**src/rtl/priority_arbiter_8.sv**
```systemverilog
// ---------------------------------------------------------------------------
// priority_arbiter_8
//   Eight-way arbiter with a single owner at a time. A winner is chosen in
//   IDLE, either by fixed priority (highest index wins) or round-robin
//   (search descends from one below the previous owner, wrapping 0 -> 7).
//   The owner keeps the grant until it signals done, withdraws its request,
//   arbitration is disabled, or its tenure reaches MAX_HOLD cycles. Every
//   release passes through one IDLE cycle before the next grant.
//
// Parameters
//   MAX_HOLD : maximum grant tenure in clock cycles (2..255)
//
// Ports
//   clk      : clock, rising edge
//   rst_n    : asynchronous active-low reset
//   en       : arbitration enable
//   mode     : 0 = fixed priority, 1 = round-robin (sampled in IDLE only)
//   req[7:0] : request lines, one per requester
//   done     : current owner releases the grant
//   gnt[7:0] : registered one-hot grant
//   gnt_id   : registered binary index of the owner
//   busy     : high while a grant is held
//   timeout  : one-cycle pulse after a release caused only by MAX_HOLD
// ---------------------------------------------------------------------------
module priority_arbiter_8 #(
    parameter int unsigned MAX_HOLD = 16
) (
    input  logic       clk,
    input  logic       rst_n,
    input  logic       en,
    input  logic       mode,
    input  logic [7:0] req,
    input  logic       done,
    output logic [7:0] gnt,
    output logic [2:0] gnt_id,
    output logic       busy,
    output logic       timeout
);

    typedef enum logic {
        IDLE  = 1'b0,
        GRANT = 1'b1
    } state_t;

    state_t     state;
    logic [2:0] last_id;
    logic [7:0] hold_cnt;

    // Index of the highest set bit of v (0 when v is empty).
    function automatic logic [2:0] highest_set(input logic [7:0] v);
        logic [2:0] idx;
        idx = 3'd0;
        for (int i = 0; i < 8; i++) begin
            if (v[i]) idx = 3'(i);
        end
        return idx;
    endfunction

    // Round-robin: rotate req so that the search start (last_id - 1) lands
    // on bit 7, then a plain highest-set search gives the descending,
    // wrapping order. Adding the rotation back recovers the real index.
    logic [2:0] rr_start;
    logic [7:0] rr_rot;
    logic [2:0] rr_id;
    logic [2:0] win_id;

    // NOTE: every signal assigned in always_comb gets a default first, so no
    // path through the block can leave it unassigned and infer a latch.
    always_comb begin
        rr_start = last_id - 3'd1;
        rr_rot   = '0;
        for (int j = 0; j < 8; j++) begin
            rr_rot[j] = req[3'(rr_start + 3'd1 + 3'(j))];
        end
        rr_id  = rr_start + 3'd1 + highest_set(rr_rot);
        win_id = mode ? rr_id : highest_set(req);
    end

    logic hold_done;
    logic release_now;

    assign hold_done   = (hold_cnt == 8'(MAX_HOLD - 1));
    assign release_now = done || !req[gnt_id] || !en || hold_done;

    // NOTE: sequential state uses non-blocking assignments so every register
    // samples the pre-edge values of the others, independent of statement order.
    always_ff @(posedge clk or negedge rst_n) begin
        if (!rst_n) begin
            state    <= IDLE;
            gnt      <= '0;
            gnt_id   <= '0;
            busy     <= 1'b0;
            timeout  <= 1'b0;
            last_id  <= '0;
            hold_cnt <= '0;
        end else begin
            case (state)
                IDLE: begin
                    timeout <= 1'b0;
                    if (en && (req != 8'd0)) begin
                        state    <= GRANT;
                        gnt      <= 8'd1 << win_id;
                        gnt_id   <= win_id;
                        busy     <= 1'b1;
                        hold_cnt <= '0;
                    end else begin
                        gnt    <= '0;
                        gnt_id <= '0;
                        busy   <= 1'b0;
                    end
                end
                GRANT: begin
                    if (release_now) begin
                        state   <= IDLE;
                        gnt     <= '0;
                        gnt_id  <= '0;
                        busy    <= 1'b0;
                        last_id <= gnt_id;
                        // Only flag a timeout when nothing else ended the tenure.
                        timeout <= hold_done && !done && req[gnt_id] && en;
                    end else begin
                        hold_cnt <= hold_cnt + 8'd1;
                        timeout  <= 1'b0;
                    end
                end
                default: begin
                    state   <= IDLE;
                    gnt     <= '0;
                    gnt_id  <= '0;
                    busy    <= 1'b0;
                    timeout <= 1'b0;
                end
            endcase
        end
    end

endmodule

```
**config.mk**
```make
export PLATFORM = sky130hd
export DESIGN_NAME = priority_arbiter_8
export DESIGN_NICKNAME = d
export VERILOG_FILES = /design/src/rtl/priority_arbiter_8.sv
export SDC_FILE = /design/constraint.sdc
export NUM_CORES = 1
export LEC_CHECK = 0
export CORE_MARGIN = 4
export CORE_UTILIZATION = 35
export DETAILED_ROUTE_END_ITERATION = 12
export SETUP_SLACK_MARGIN = 0.1
export SYNTH_ARGS = -nofsm -noshare
export SYNTH_HDL_FRONTEND = slang
export SYNTH_SLANG_ARGS = --single-unit
```
**constraint.sdc**
```tcl
create_clock -name clk -period 4.3 [get_ports clk]
set_clock_uncertainty 0.15 [all_clocks]
set_input_delay 0.86 -clock clk [delete_from_list [all_inputs] [get_ports clk]]
set_output_delay 0.86 -clock clk [all_outputs]
set_load 0.02 [all_outputs]
```
==> qor.yml, run 1 <==
fin_area_mm2: 0.002409
place_worst_setup_slack_ns: 0.05605
grt_max_degree: 26
insertion_delay_ns: 0.27
worstPathCellList: "clkdlybuf4s50_1 > mux4_2 > mux2_4 > a311oi_1 > a2bb2oi_1 > ha_1 > fa_1 > xor2_1 > or2_2 > a21oi_1 > o31ai_1"
worst_pin_slew_ns: 1.123
syn_avg_cell_area_um2: 10.58
wl_per_cell_um: 15.01
grt_pass1_vias: 1497
drive_gt1_share_pct: 18.18
total_power_mw: 1.429
synth_area_mm2: 0.002021
dieArea_mm2: 0.007053
die_width_um: 83.98
mostFrequentLayoutCell: "nand2_1"
postCtsSetupRepairBufs: 0
timing.final.ws_setup_ns: 0.3625
setup_viol: 0
nNetsFinal: 239
clock-sinks: 25
rows: 27
syn-num-nets: 209
root_buffer: "clkbuf_8"
ys_warn_count: 0
cp_slowest_stage_delay_ns: 0.50
synth_enable_flop_cells: 0
cts_max_level: 1
endpoint_kind: "flop"
drc: 0
final_max_slew_viol_count: 0
gr-total-overflow: 0
num_vias: 1571
cp.arrival_ns: 3.94
ir_drop_v: 0.0001892
tritoncts: "built"
rsz0062_at_grt: "false"
crit_family: "multiplexers"
synthToLayoutAreaGrowth_pct: 19.20
hold_buffers: 0
most-common-layout-cells: "nand2_1, dfrtp_1, clkdlybuf4s50_1"
finalSetupTns_ns: 0
cp_max_fo: 4
n_antenna_cell: 0
synth.distinct_cells: 49
routed_wl_um: 4384
period_minus_slack_ns: 3.937
power_leakage_nw: 0.9814
hold_class: "reg2reg"
drt-pass1-iter-count: 4
ios: 26
drt-initial-drc-count: 56
slew_headroom_pct: 24.92
vias_per_cell: 5.380
slowest_stage: "mux4_2"
placed_cells: 288
detail-route-antenna-nets: 0
fmax_ghz: 0.2540
fp.dieH_um: 83.98
grt_pass1_wl_um: 7389
start_kind: "input port"
ys_seq_elements: 25
ys.flop_type: "dfrtp_1"
cts_max_path_buffers: 2
cts_made_buffers: 3
crit_type: "in2reg"
p_per_area_mw_per_mm2: 593.4
synth_seq_area_share_pct: 30.96
async_flop_share_pct: 100.0
status: "finished clean"
io_buffers: 25
timing.final.crit_share_pct: 91.57
cp_num_buf_inv: 1
coreArea_mm2: 0.005540
instances_no_fill: 292
ctsResizeCount: 0
dp_hpwl_um: 3395
clk_pin_slew_ns: 0.09
start_util_pct: 36.47
gp_congestion: 0.8589
antenna_found_initial: 0
dpl-instance-area_mm2: 0.002360
drv_cap: 0
synthCells: 191
finalHoldViolations: 0
cp_data_required_time_ns: 4.30
grt.total_usage_pct: 12.75
==> synthesized netlist by cell type (5+ instances only) <==
cell type,n,area share [%]
nand2_1,26,4.8
dfrtp_1,25,31
nor2_1,11,2.0
o31ai_1,11,4.1
mux2i_1,9,4.5
mux2_2,8,4.5
nand3_1,8,2.0
buf_2,7,1.7
mux4_1,7,9.1
o21ai_0,7,1.7
xor2_1,7,3.0
inv_1,6,1.1
buf_6,5,2.8
==> final cells by class <==
class,count,area (um2)
Fill cell,557,3132
Multi-Input combinational cell,147,1275
Sequential cell,25,625.6
Timing Repair Buffer,37,340.3
Tap cell,72,90.09
Clock buffer,3,41.29
Inverter,7,28.78
Clock inverter,1,7.507
==> logic make-up (layout without fill, tap and decap cells) <==
kind of cell    Yosys count  in the layout  share of synthesized area, %
fa+ha+maj                 5              5                         3.468
xor+xnor                  8              8                         3.468
buf+inv                  19             48                         5.944
simple gates             66             66                         16.04
compound gates           38             38                         16.72
mux                      30             30                         23.41
flops                    25             25                         30.96
==> tightest hold or removal path: stages (launching register included) <==
cell and delay (ns):
dfrtp_1 0.35, nand2_1 0.05, nand2_1 0.05
==> report_power, final <==
group	total (mW)	internal [mW]	switching, mW
sequential	0.340	0.282	0.0577
clock	0.142	0.0656	0.0767
combinational	0.947	0.470	0.477
==> worst paths after layout <==
path                             from  cells past startpoint  slack [ns]           to
setup / recovery               req[3]                     11        0.36       gnt[3]
hold / removal                   busy                      2        0.33         busy
setup reg to reg           last_id[0]                     12        0.45       gnt[3]
hold reg to reg                  busy                      2        0.33         busy
max in group asynchronous       rst_n                      1        2.29  hold_cnt[3]
min in group asynchronous       rst_n                      1        1.04         busy
==> state kept, by name (all words and copies together) (netlist names) <==
name and count:
gnt 8, state 1, busy 1, hold_cnt 8
timeout 1, last_id 3, gnt_id 3
==> per-stage QoR <==
stage / util [%] / hold slack [ns]
4_1_cts: 43.47 / 0.3376
5_1_grt: 43.47 / 0.3679
6_report: 43.47 / 0.3320
2_1_floorplan: - / 0.3031
3_3_place_gp: 42.59 / 0.3098
3_5_place_dp: 42.59 / 0.3144
==> per-layer routing <==
layer | wire (um) | track usage, % | vias to the layer above
li1 | - | - | 775
met1 | 2127 | 17.85 | 756
met2 | 2039 | 20.32 | 34
met3 | 169 | 2.468 | 6
met4 | 48 | 2.924 | 0
met5 | 0 | 0 | -
Power figures use the tool's default switching activity.
==> run 2: changes to the inputs <==
--- a/config.mk
+++ b/config.mk
@@ -6,7 +6,9 @@
 export NUM_CORES = 1
 export LEC_CHECK = 0
+export CORE_ASPECT_RATIO = 1.2
 export CORE_MARGIN = 4
 export CORE_UTILIZATION = 35
 export DETAILED_ROUTE_END_ITERATION = 12
+export GPL_ROUTABILITY_DRIVEN = 0
 export SETUP_SLACK_MARGIN = 0.1
 export SYNTH_ARGS = -nofsm -noshare
==> constraint.sdc (replaced) <==
create_clock -name clk -period 4.3 [get_ports clk]
set_clock_uncertainty 0.15 [all_clocks]
set_input_delay 0.645 -clock clk [delete_from_list [all_inputs] [get_ports clk]]
set_output_delay 0.645 -clock clk [all_outputs]
set_load 0.02 [all_outputs]
==> qor.yml, run 2 (same netlist as run 1, synthesis figures left out) <==
status: "finished clean"
grt_pass1_vias: 1554  # +3.8%
finalHoldViolations: 0  # unchanged
root_buffer: "clkbuf_8"
drt-pass1-iter-count: 4  # unchanged
cp_max_fo: 9  # +5
drc: 0  # unchanged
grt.total_usage_pct: 13.21  # +0.46 points
netSwitchingPower_mw: 0.6108  # about the same
nNetsFinal: 235  # -1.7%
fmax_ghz: 0.2557  # +0.67%
slowest_stage: "mux4_1"
synthToLayoutAreaGrowth_pct: 17.09
rows: 30  # +11%
swShare_pct: 43.13  # +0.36 points
final_max_slew_viol_count: 0  # unchanged
seq_power_share_pct: 24.2  # +0.4 points
highest_layer: "met4"
insertion_delay_ns: 0.27  # about the same
io_buffers: 25  # unchanged
ctsResizeCount: 0  # unchanged
vias_per_cell: 5.550  # +3.2%
crit_type: "in2reg"
p_per_area_mw_per_mm2: 598.6  # +0.88%
grt_max_degree: 26  # unchanged
finalSetupTns_ns: 0  # unchanged
power_leakage_nw: 0.9656  # -1.6%
num_vias: 1554  # -1.1%
endpoint_kind: "flop"
cp.arrival_ns: 3.91  # -0.03 ns
slew_headroom_pct: 24.08  # -0.84 points
start_util_pct: 35.89  # -0.58 points
routed-wl-met2_um: 2104  # +3.2%
antenna_found_initial: 0  # unchanged
grt_pass1_wl_um: 7693  # +4.1%
worst_pin_slew_ns: 1.135  # +0.01256 ns
timing.final.crit_share_pct: 90.96  # -0.61 points
gr-total-overflow: 0  # unchanged
combinationalPowerShare_pct: 66.0  # -0.3 points
clk_pin_slew_ns: 0.09  # about the same
postCtsSetupRepairBufs: 0  # unchanged
coreArea_mm2: 0.005630  # +1.6%
drt-initial-drc-count: 104  # +86%
drt-met1-wl_um: 2193  # +3.1%
fp.dieH_um: 91.24  # +8.6%
routed_wl_um: 4482  # +2.2%
timing.final.ws_setup_ns: 0.3886  # +0.02611 ns
setup_viol: 0  # unchanged
period_minus_slack_ns: 3.911  # -0.02611 ns
worstPathCellList: "clkdlybuf4s50_1 > mux4_1 > mux2_4 > a311oi_1 > a2bb2oi_1 > ha_1 > fa_1 > xor2_1 > or2_2 > a21oi_1 > o31ai_1"
met3_length_um: 147  # -13%
ir_drop_v: 0.0002533  # +34%
place_worst_setup_slack_ns: 0.07711  # +0.02105 ns
largestRegisters: "gnt (8), hold_cnt (8)"
drive_gt1_share_pct: 16.67  # -1.5 points
internal_power_mw: 0.8055  # -1.5%
clock-sinks: 25  # unchanged
dieArea_mm2: 0.007058  # about the same
cp_slowest_stage_delay_ns: 0.59  # +0.09 ns
rsz0062_at_grt: "false"
die_width_um: 77.36  # -7.9%
cts_made_buffers: 3  # unchanged
wl_per_cell_um: 16.01  # +6.6%
mostFrequentLayoutCell: "nand2_1"
cts_max_path_buffers: 2  # unchanged
hold_class: "reg2reg"
drv_cap: 0  # unchanged
hold_buffers: 0  # unchanged
tritoncts: "built"
clkPwrFrac_pct: 9.8  # -0.2 points
ios: 26  # unchanged
most-common-layout-cells: "nand2_1, dfrtp_1, clkdlybuf4s50_1"
start_kind: "input port"
dp_hpwl_um: 3399  # +0.11%
detail-route-antenna-nets: 0  # unchanged
cts_max_level: 1  # unchanged
cp_data_required_time_ns: 4.30  # about the same
fillers: 564  # +1.3%
n_antenna_cell: 0  # unchanged
==> run 2: per-layer routing <==
layer / GRT usage, % / up-vias
met1: 18.74 / 759
li1: - / 765
met5: 0 / -
met4: 2.967 / 0
met2: 20.82 / 26
met3: 2.480 / 4
==> run 2: critical path: cells and delay by family <==
kind                       cells  cell delay [ns]
muxes                          2             0.90
adders and majority gates      2             0.58
xor gates and xnor gates       1             0.16
AOI/OAI and AO/OA              4             0.73
and+or+nand+nor                1             0.33
buffers and inverters          1             0.57
==> run 2: power by group through the flow <==
stage	clock, mW	sequential, mW	combinational, mW
after floorplan	0	0.367	0.706
after global placement	0	0.350	0.926
after detailed placement	0	0.349	0.938
after CTS	0.145	0.345	0.942
after global routing	0.153	0.353	1.02
final	0.139	0.343	0.934
==> run 2: through the flow <==
step / total power [mW] / cells / instance area [um2] / hold WS [ns] / utilization (%)
2_1_floorplan: 1.073 / 191 / 2021 / 0.1994 / -
3_3_place_gp: 1.277 / 276 / 2320 / 0.3141 / 41.20
3_5_place_dp: 1.287 / 276 / 2320 / 0.3223 / 41.20
4_1_cts: 1.432 / 280 / 2366 / 0.3439 / 42.02
5_1_grt: 1.524 / 280 / 2366 / 0.3640 / 42.02
6_report: 1.416 / 280 / 2366 / 0.3343 / 42.02
==> run 2: area by class of cell <==
cell class                 count  area [um2]  area share (%)
multi-input combinational    147        1275           53.89
sequential                    25       625.6           26.44
timing repair buffer          33       310.3           13.11
tap                           64       80.08           3.384
clock buffer                   3       41.29           1.745
inverter                       7       28.78           1.216
clock inverter                 1       5.005          0.2115
==> run 2: path summary, 6_finish.rpt <==
kind	from	to	slack, ns	cells after the start
worst max-delay path	req[4]	gnt[1]	0.39	11
worst min-delay path	gnt[4]	gnt[4]	0.33	2
worst max register to register	last_id[0]	gnt[1]	0.43	12
worst min register to register	gnt[4]	gnt[4]	0.33	2
max in group asynchronous	rst_n	gnt[6]	2.49	1
min in group asynchronous	rst_n	hold_cnt[1]	0.83	1
==> run 3: changes to the inputs <==
Settings changed: SKIP_CTS_REPAIR_TIMING from default to 1.
==> results of run 3 <==
Final layout, timing and power as in run 2 (identical DEF).
